### src/rtl/avg_pkg.sv
// Shared widths, FSM state type and the delta helper for the line drawer.
package avg_pkg;
  localparam int COORD_W = 11;
  localparam int COLOR_W = 3;
  localparam int DELTA_W = COORD_W + 1;
  localparam int ERR_W   = 14;

  typedef enum logic [1:0] {
    IDLE  = 2'd0,
    SETUP = 2'd1,
    DRAW  = 2'd2
  } avg_state_t;

  typedef logic signed [COORD_W-1:0] coord_t;

  function automatic logic [DELTA_W-1:0] abs_diff(input coord_t a, input coord_t b);
    logic signed [DELTA_W-1:0] d;
    d = DELTA_W'(a) - DELTA_W'(b);
    return d[DELTA_W-1] ? DELTA_W'(-d) : DELTA_W'(d);
  endfunction
endpackage

### src/rtl/avg_line_drawer_if.sv
// Line-queue pop port and framebuffer pixel port of the line drawer.
interface avg_line_drawer_if;
  import avg_pkg::*;

  coord_t             qStartX, qStartY, qEndX, qEndY;
  logic [COLOR_W-1:0] qColor;
  logic               qEmpty;
  logic               qRead;
  logic [COORD_W-1:0] pxX, pxY;
  logic [COLOR_W-1:0] pxColor;
  logic               pxWrite;
  logic               pxReady;

  modport master (
    input  qStartX, qStartY, qEndX, qEndY, qColor, qEmpty, pxReady,
    output qRead, pxX, pxY, pxColor, pxWrite
  );

  modport slave (
    output qStartX, qStartY, qEndX, qEndY, qColor, qEmpty, pxReady,
    input  qRead, pxX, pxY, pxColor, pxWrite
  );
endinterface

### src/rtl/avg_clip.sv
// Maps a centre-origin point to framebuffer coordinates and flags on-screen points.
module avg_clip
  import avg_pkg::*;
#(
  parameter int SCR_W = 640,
  parameter int SCR_H = 480
) (
  input  coord_t             x,
  input  coord_t             y,
  output logic [COORD_W-1:0] scr_x,
  output logic [COORD_W-1:0] scr_y,
  output logic               visible
);
  localparam int SW = COORD_W + 2;

  logic signed [SW-1:0] wx, wy;

  // Screen Y grows downward, so the world Y axis is flipped.
  assign wx = SW'(x) + SW'(SCR_W / 2);
  assign wy = SW'(SCR_H / 2) - SW'(y);

  assign scr_x   = wx[COORD_W-1:0];
  assign scr_y   = wy[COORD_W-1:0];
  assign visible = !wx[SW-1] && (wx < SW'(SCR_W)) &&
                   !wy[SW-1] && (wy < SW'(SCR_H));
endmodule

### src/rtl/avg_line_drawer.sv
// Pops lines from a queue and walks them with Bresenham, emitting on-screen pixels.
// state | meaning
// IDLE  | waiting for a queued line; pops and latches it when one is present
// SETUP | derive deltas, step signs and initial error; present first point
// DRAW  | present current point, step on acceptance or when it is off-screen
module avg_line_drawer
  import avg_pkg::*;
#(
  parameter int SCR_W = 640,
  parameter int SCR_H = 480
) (
  input  logic               clk,
  input  logic               rst_b,
  avg_line_drawer_if.master  bus,
  output logic               busy
);
  avg_state_t               state;
  coord_t                   cur_x, cur_y, end_x, end_y;
  logic [COLOR_W-1:0]       color;
  logic [DELTA_W-1:0]       dx, dy;
  logic                     sx_neg, sy_neg;
  logic signed [ERR_W-1:0]  err;
  logic [COORD_W-1:0]       px_x, px_y;
  logic [COLOR_W-1:0]       px_color;
  logic                     px_write;

  logic signed [ERR_W:0]    e2, dx_e, dy_e;
  logic                     step_x, step_y, at_end, advance, visible;
  coord_t                   nxt_x, nxt_y;
  logic signed [ERR_W-1:0]  nxt_err;
  logic [COORD_W-1:0]       scr_x, scr_y;
  logic [DELTA_W-1:0]       set_dx, set_dy;

  // Outside DRAW the next point is the current one, so SETUP presents the start point.
  always_comb begin
    e2      = {err, 1'b0};
    dx_e    = (ERR_W+1)'(dx);
    dy_e    = (ERR_W+1)'(dy);
    step_x  = (state == DRAW) && (e2 > -dy_e);
    step_y  = (state == DRAW) && (e2 < dx_e);
    nxt_x   = cur_x;
    nxt_y   = cur_y;
    nxt_err = err;
    if (step_x) begin
      nxt_x   = sx_neg ? cur_x - coord_t'(1) : cur_x + coord_t'(1);
      nxt_err = nxt_err - ERR_W'(dy);
    end
    if (step_y) begin
      nxt_y   = sy_neg ? cur_y - coord_t'(1) : cur_y + coord_t'(1);
      nxt_err = nxt_err + ERR_W'(dx);
    end
  end

  assign set_dx  = abs_diff(end_x, cur_x);
  assign set_dy  = abs_diff(end_y, cur_y);
  assign at_end  = (cur_x == end_x) && (cur_y == end_y);
  assign advance = !px_write || bus.pxReady;

  // Queue head is combinational, so the pop strobe must be too; held low in reset.
  assign bus.qRead   = rst_b && (state == IDLE) && !bus.qEmpty;
  assign bus.pxX     = px_x;
  assign bus.pxY     = px_y;
  assign bus.pxColor = px_color;
  assign bus.pxWrite = px_write;

  avg_clip #(.SCR_W(SCR_W), .SCR_H(SCR_H)) u_clip (
    .x       (nxt_x),
    .y       (nxt_y),
    .scr_x   (scr_x),
    .scr_y   (scr_y),
    .visible (visible)
  );

  always_ff @(posedge clk or negedge rst_b) begin
    if (!rst_b) begin
      state    <= IDLE;
      busy     <= 1'b0;
      cur_x    <= '0;
      cur_y    <= '0;
      end_x    <= '0;
      end_y    <= '0;
      color    <= '0;
      dx       <= '0;
      dy       <= '0;
      sx_neg   <= 1'b0;
      sy_neg   <= 1'b0;
      err      <= '0;
      px_x     <= '0;
      px_y     <= '0;
      px_color <= '0;
      px_write <= 1'b0;
    end else begin
      case (state)
        IDLE: begin
          if (!bus.qEmpty) begin
            cur_x <= bus.qStartX;
            cur_y <= bus.qStartY;
            end_x <= bus.qEndX;
            end_y <= bus.qEndY;
            color <= bus.qColor;
            state <= SETUP;
            busy  <= 1'b1;
          end
        end
        SETUP: begin
          dx       <= set_dx;
          dy       <= set_dy;
          sx_neg   <= end_x < cur_x;
          sy_neg   <= end_y < cur_y;
          err      <= ERR_W'(set_dx) - ERR_W'(set_dy);
          px_x     <= scr_x;
          px_y     <= scr_y;
          px_color <= color;
          px_write <= visible;
          state    <= DRAW;
        end
        DRAW: begin
          if (advance) begin
            if (at_end) begin
              state    <= IDLE;
              busy     <= 1'b0;
              px_write <= 1'b0;
            end else begin
              cur_x    <= nxt_x;
              cur_y    <= nxt_y;
              err      <= nxt_err;
              px_x     <= scr_x;
              px_y     <= scr_y;
              px_write <= visible;
            end
          end
        end
        default: begin
          state <= IDLE;
          busy  <= 1'b0;
        end
      endcase
    end
  end
endmodule

### src/flat_wrapper.sv
// flat-port wrapper written by rule: the top's interface ports become plain ports
module avg_line_drawer_flat import avg_pkg::*;
#(
  parameter int SCR_W = 640,
  parameter int SCR_H = 480
)
  (clk, rst_b, busy, bus_qStartX, bus_qStartY, bus_qEndX, bus_qEndY, bus_qColor, bus_qEmpty, bus_pxReady, bus_qRead, bus_pxX, bus_pxY, bus_pxColor, bus_pxWrite);
  avg_line_drawer_if bus_i ();
  input  logic clk;
  input  logic rst_b;
  output logic busy;
  input wire logic [$bits(bus_i.qStartX)-1:0] bus_qStartX;
  input wire logic [$bits(bus_i.qStartY)-1:0] bus_qStartY;
  input wire logic [$bits(bus_i.qEndX)-1:0] bus_qEndX;
  input wire logic [$bits(bus_i.qEndY)-1:0] bus_qEndY;
  input wire logic [$bits(bus_i.qColor)-1:0] bus_qColor;
  input wire logic [$bits(bus_i.qEmpty)-1:0] bus_qEmpty;
  input wire logic [$bits(bus_i.pxReady)-1:0] bus_pxReady;
  output wire logic [$bits(bus_i.qRead)-1:0] bus_qRead;
  output wire logic [$bits(bus_i.pxX)-1:0] bus_pxX;
  output wire logic [$bits(bus_i.pxY)-1:0] bus_pxY;
  output wire logic [$bits(bus_i.pxColor)-1:0] bus_pxColor;
  output wire logic [$bits(bus_i.pxWrite)-1:0] bus_pxWrite;
  assign bus_i.qStartX = bus_qStartX;
  assign bus_i.qStartY = bus_qStartY;
  assign bus_i.qEndX = bus_qEndX;
  assign bus_i.qEndY = bus_qEndY;
  assign bus_i.qColor = bus_qColor;
  assign bus_i.qEmpty = bus_qEmpty;
  assign bus_i.pxReady = bus_pxReady;
  assign bus_qRead = bus_i.qRead;
  assign bus_pxX = bus_i.pxX;
  assign bus_pxY = bus_i.pxY;
  assign bus_pxColor = bus_i.pxColor;
  assign bus_pxWrite = bus_i.pxWrite;
  avg_line_drawer #(.SCR_W(SCR_W), .SCR_H(SCR_H)) u_core (.clk(clk), .rst_b(rst_b), .bus(bus_i), .busy(busy));
endmodule
### config.mk
export PLATFORM = sky130hd
export DESIGN_NAME = avg_line_drawer_flat
export DESIGN_NICKNAME = d
export VERILOG_FILES = /design/src/rtl/avg_pkg.sv /design/src/rtl/avg_line_drawer_if.sv /design/src/rtl/avg_clip.sv /design/src/rtl/avg_line_drawer.sv /design/src/flat_wrapper.sv
export SDC_FILE = /design/constraint.sdc
export NUM_CORES = 1
export LEC_CHECK = 0
export ABC_CLOCK_PERIOD_IN_PS = 17260
export BUFFER_PORTS_ARGS = -buffer_cell sky130_fd_sc_hd__buf_2
export CAP_MARGIN = 20
export CORE_UTILIZATION = 55
export CTS_CLUSTER_DIAMETER = 150
export DETAILED_ROUTE_END_ITERATION = 7
export PLACE_DENSITY_LB_ADDON = 0.3
export SYNTH_ARGS = -nofsm -noshare
export SYNTH_HDL_FRONTEND = slang
export SYNTH_SLANG_ARGS = --single-unit
### constraint.sdc
create_clock -name clk -period 17.26 [get_ports clk]
set_clock_uncertainty 0.2 [all_clocks]
set_input_delay 1.726 -clock clk [delete_from_list [all_inputs] [get_ports clk]]
set_output_delay 1.726 -clock clk [all_outputs]
set_load 0.05 [all_outputs]
After elaboration in Yosys (flattened, before gate mapping). Cells that the tools add are included.

Add/subtract/negate cells: 14. Multipliers: 0. Divide/modulo/power cells: 0. Magnitude comparators: 6. Equality and inequality tests: 8. Shifts and indexed selects: 0. Multiplexer cells: 36. Bitwise operators: 2. Reduce and logical (&&, ||, !) cells: 22.

Operator list (number): two-way mux 11 bit (14); one-hot mux 11 bit (2 select lines) (4); two-way mux 14 bit (4); one-hot mux 14 bit (2 select lines) (1); two-way mux 12 bit (2); negator 12 bit (2); subtractor 11 x 11 -> 12 bit (2); adder 11 x 2 -> 11 bit, second input constant (2); equality test 11 bit (2); < comparator 11 bit (2); subtractor 11 x 2 -> 11 bit, second input constant (2); > comparator 15 bit (1); < comparator 15 x 13 -> 1 bit (1); negator 12 -> 15 bit (1); adder 14 x 12 -> 14 bit (1); subtractor 14 x 12 -> 14 bit (1); < comparator 13 x 11 -> 1 bit, second input constant (1); subtractor 12 x 12 -> 13 bit (1); adder 11 x 10 -> 12 bit, second input constant (1); < comparator 12 x 10 -> 1 bit, second input constant (1); subtractor 9 x 11 -> 12 bit, first input constant (1); logical AND 1 bit (8); AND reduction 4 bit (2); two-way mux 2 bit (3); other kinds (15) (28).

Register bits: 116. Bits in latches: 0. RAM bits: 0. Memory bits (read-only): 0. Logic and storage cells: 104. Memories kept: 0.

Logic depth before layout (Yosys ltp).
Depth after elaboration: 12. Depth in mapped cells: 26.

By module. A second synthesis with hierarchy kept.

Cell total of the unflattened synthesis: 1205. Area total of the unflattened synthesis: 10530.1 µm².

By module, submodules not included: avg_line_drawer (instances 1, cells each 1142, area each 10112.2 µm², sequential area each 2902.8 µm²); avg_clip (instances 1, cells each 63, area each 417.9 µm², sequential area each 0.0 µm²).

Worst setup path after synthesis. No wires, ideal clock.

Kind: reg2reg. Start: register u_core.dy[1]. End: register u_core.err[12]. Setup time: 0.131 ns. Arrival: 5.343 ns. Required time: 16.929 ns. Slack: 11.586 ns. Stages on the path, launching flop included: 25. Cells stage by stage: dfrtp_1 inv_1 ha_1 inv_1 or4_1 nor3_1 xnor2_1 ha_1 a21oi_1 o22ai_1 nor4b_1 a21o_1 buf_2 mux2_2 fa_1 a21o_1 a21oi_1 o21bai_1 a2111oi_2 o31ai_1 a41oi_1 xor2_1 a21oi_1 nor2_1 or3_1.

Word-level cells in the longest chain between the ends: 9. Elaborated cells between the ends (all ways): 10. Classes of those cells: add/sub (3); order compare (1); mux (5); reduce/logical (1).

RTL lines: start, declared (RTL line avg_line_drawer.sv:20) `logic [DELTA_W-1:0] dx, dy;`; start signal, assigned (RTL line avg_line_drawer.sv:107) `dy <= set_dy;`; negator 12 -> 15 bit (RTL line avg_line_drawer.sv:39) `step_x = (state == DRAW) && (e2 > -dy_e);`; > comparator 15 bit (RTL line avg_line_drawer.sv:39); logical AND 1 bit (RTL line avg_line_drawer.sv:39); two-way mux 14 bit (*) (RTL line avg_line_drawer.sv:44) `if (step_x) begin`; adder 14 x 12 -> 14 bit (RTL line avg_line_drawer.sv:50) `nxt_err = nxt_err + ERR_W'(dx);`; two-way mux 14 bit (*) (RTL line avg_line_drawer.sv:48) `if (step_y) begin`; two-way mux 14 bit (*) (RTL line avg_line_drawer.sv:119) `if (at_end) begin`; two-way mux 14 bit (*) (RTL line avg_line_drawer.sv:118) `if (advance) begin`; one-hot mux 14 bit (2 select lines) (*) (RTL line avg_line_drawer.sv:93) `case (state)`; end signal, assigned (RTL line avg_line_drawer.sv:110) `err <= ERR_W'(set_dx) - ERR_W'(set_dy);`; end signal, assigned (RTL line avg_line_drawer.sv:126) `err <= nxt_err;`; end, declared (RTL line avg_line_drawer.sv:22) `logic signed [ERR_W-1:0] err;`.

Every way passes the cells marked *; elsewhere a longest branch is shown, timed or not. The select of a mux whose other input is x is not followed. A chain may end at the register's enable or synchronous reset.

Worst setup path in the final report.
Start: register u_core.dy[1]. End: register u_core.err[13].

Same word-level chain as after synthesis.

==> run_results.csv <==
group,metric,value,unit
finish,syn_to_final_growth,12.18,%
clocking,post-cts-setup-buffers,0,
critical_path,worst-r2r-setup-slack,10.70,ns
timing,relSlewSlack,0.4250,
logic_synthesis,post-synth-top-area-fraction,0.2831,
clocking,cts.repair.resized,0,
critical_path,worstPathMaxFanout,29,
clocking,cts_tree,"done",
logic_synthesis,synthArstFlopShare,1.000,
clocking,htreeDepth,4,
logic_synthesis,synth_area,10250,sq um
timing,rsz0062_at_grt,"no",
critical_path,reg2regPathDepth,24,
min_path,hp-class,"register to register",
critical_path,rr_endpoint,"u_core.err[13]$_DFFE_PN0P_",
logic_synthesis,synth_flop_cell,"dfrtp_1",
logic_synthesis,synth.distinct_cells,79,
grt,grt_start_max_net_pins,64,
logic_synthesis,syn_nets,1356,
logic_synthesis,synthCells,1188,
logic_synthesis,synth_edf_count,0,
finish,antenna_cells,0,
timing,finalSetupViolations,0,
timing,min_period,6.555,ns
route,via_per_inst,5.968,
grt,grt_pass1_vias,8717,
floorplan,die_w,138.5,um
floorplan,ios,79,
critical_path,startpoint,"u_core.dy[1]$_DFFE_PN0P_",
min_path,whs_path_depth,2,
route,drtIter0Drc,509,
critical_path,arrival,6.65,ns
logic_synthesis,yosys_warnings,0,
route,ant_nets,0,
timing,fmax,152.6,MHz
floorplan,dieArea,19190,sq um
clocking,path_clk_slew,0.05,ns
floorplan,rows,49,
place,dp_hpwl,20340,um
clocking,cts_max_path_buffers,2,
min_path,hold_start,"u_core.bus.pxX[8]$_DFFE_PN0P_",
grt,antenna_found_initial,0,
finish,nets,1427,
critical_path,startpoint_type,"register",
critical_path,end_kind,"register",
finish,fin_cells,1500,
logic_synthesis,yosysSeqAreaShare,0.2831,
grt,globalRouteOverflowTotal,0,
min_path,hold_end,"u_core.bus.pxX[8]$_DFFE_PN0P_",
logic_synthesis,synth_top_area_cell,"dfrtp_1",
clocking,root_buffer,"clkbuf_16",
status,outcome,"finished, final reports clean",
timing,finalMaxSlewViolations,0,
floorplan,start_util,0.5669,
place,dp_cells,1467,
grt,globalRouteTotalUtil,0.2870,
route,drc,0,
finish,layout_common_cells,"dfrtp_1 (116), ha_1 (108), o21ai_0 (99)",
clocking,numClockSinks,116,
timing,whs,0.2751,ns
clocking,cts_made_buffers,17,
logic_synthesis,ys_ff_latch,116,
grt,grt_pass1_wl,43520,um
critical_path,r2r-start,"u_core.dy[1]$_DFFE_PN0P_",
place,gp_congestion,0.8924,
logic_synthesis,synth.avg_cell_area,8.630,sq um
critical_path,crit_type,"register to register",
finish,final_common_cell,"dfrtp_1",
timing,tightest_slew,0.8626,ns
finish,drive_above_1_share,0.1644,
route,dr.pass1.iters,7,
route,routed_wl,26510,um
clocking,hold_buffers,0,
floorplan,core_area,18090,sq um
place,io_buffers,78,
logic_synthesis,synth_area_leaders,"dfrtp_1 (28%), ha_1 (13%), mux2_2 (5.8%)",
critical_path,required,17.36,ns
timing,finalHoldViolCount,0,
timing,fin_tns_setup,0,ns
floorplan,die_h,138.5,um
job,drv_cap,0,
timing,final.period_utilization,0.3798,
route,wl_per_cell,17.67,um
clocking,insertion_delay,0.42,ns
route,via_count,8952,
## synthesized netlist by cell type, types with 3 or more instances
cell / number
a211oi_1: 6
a21boi_0: 5
a21o_1: 17
a21oi_1: 83
a21oi_2: 3
a311oi_1: 3
a31oi_1: 9
a41oi_1: 4
and2_1: 9
and3_1: 8
buf_1: 5
buf_2: 6
clkbuf_1: 25
dfrtp_1: 116
fa_1: 7
ha_1: 110
inv_1: 91
mux2_2: 53
mux2i_1: 15
nand2_1: 92
nand2b_1: 11
nand3_1: 20
nand3b_1: 4
nand4_1: 10
nor2_1: 94
nor2b_1: 15
nor3_1: 29
nor3b_1: 6
nor4_1: 9
o2111ai_1: 4
o211a_1: 3
o211ai_1: 16
o21a_1: 10
o21ai_0: 99
o21ai_1: 5
o21bai_1: 6
o22ai_1: 12
o31ai_1: 9
or2_2: 6
or3_1: 10
xnor2_1: 67
xor2_1: 31
## layer usage
layer / global-route usage / wire length [um]
met4: 0.1064 / 681
met2: 0.4740 / 12310
met3: 0.05214 / 1416
met5: 0 / 0
met1: 0.3759 / 12100
## sequential cells by signal, indices dropped and copies added, names as in the netlist, 11 cells and up
| name | count |
|---|---|
| u_core.err | 14 |
| u_core.dx | 12 |
| u_core.dy | 12 |
| u_core.bus.pxX | 11 |
| u_core.bus.pxY | 11 |
| u_core.cur_x | 11 |
| u_core.cur_y | 11 |
| u_core.end_x | 11 |
| u_core.end_y | 11 |
## layout make-up
cell class	count	area [sq um]
tap	229	286.5
sequential	116	2903
multi-input combinational	943	6868
timing repair buffer	89	488.0
inverter	92	345.3
clock inverter	9	126.4
fill	1503	6585
clock buffer	22	484.2
## through the flow
| step | utilization | worst slack (ns) | cell area, sq um |
|---|---|---|---|
| floorplan | - | 11.59 | 10250 |
| global placement | 0.6006 | 10.94 | 10860 |
| detailed placement | 0.6006 | 10.76 | 10860 |
| CTS | 0.6344 | 10.72 | 11470 |
| global route | 0.6359 | 10.28 | 11500 |
| finish | 0.6359 | 10.70 | 11500 |
## cell families after synthesis
| group | share of synthesized area |
|---|---|
| compound gates | 0.2049 |
| xor+xnor | 0.08689 |
| fa+ha+maj | 0.1479 |
| buf+inv | 0.04833 |
| flops | 0.2831 |
| mux | 0.07286 |
| simple gates | 0.1560 |
## critical path: stages, from the launching register on
cell	delay, ns
dfrtp_1	0.41
inv_1	0.13
ha_1	0.22
inv_1	0.07
or4_1	0.56
nor3_1	0.21
xnor2_1	0.14
ha_1	0.27
a21oi_1	0.19
o22ai_1	0.10
nor4b_1	0.46
a21o_1	0.19
buf_4	0.30
mux2_2	0.42
ha_1	0.28
a21oi_1	0.07
o21ai_1	0.22
a2111oi_2	0.13
o31ai_1	0.46
nor4_1	0.09
nor4_1	0.38
nand2_1	0.10
a22oi_1	0.19
mux2_2	0.36
a221o_1	0.29
## how the worst max path moves through the flow
stage	slack (ns)	end
finish	10.70	u_core.err[13]$_DFFE_PN0P_
global route	10.28	u_core.err[12]$_DFFE_PN0P_
CTS	10.72	u_core.err[12]$_DFFE_PN0P_
detailed placement	10.76	u_core.err[12]$_DFFE_PN0P_
global placement	10.94	u_core.err[12]$_DFFE_PN0P_
floorplan	11.59	u_core.err[12]$_DFFE_PN0P_
Power is not shown: default switching activity piles up to over one toggle a cycle in this logic, so the estimate is an artifact.
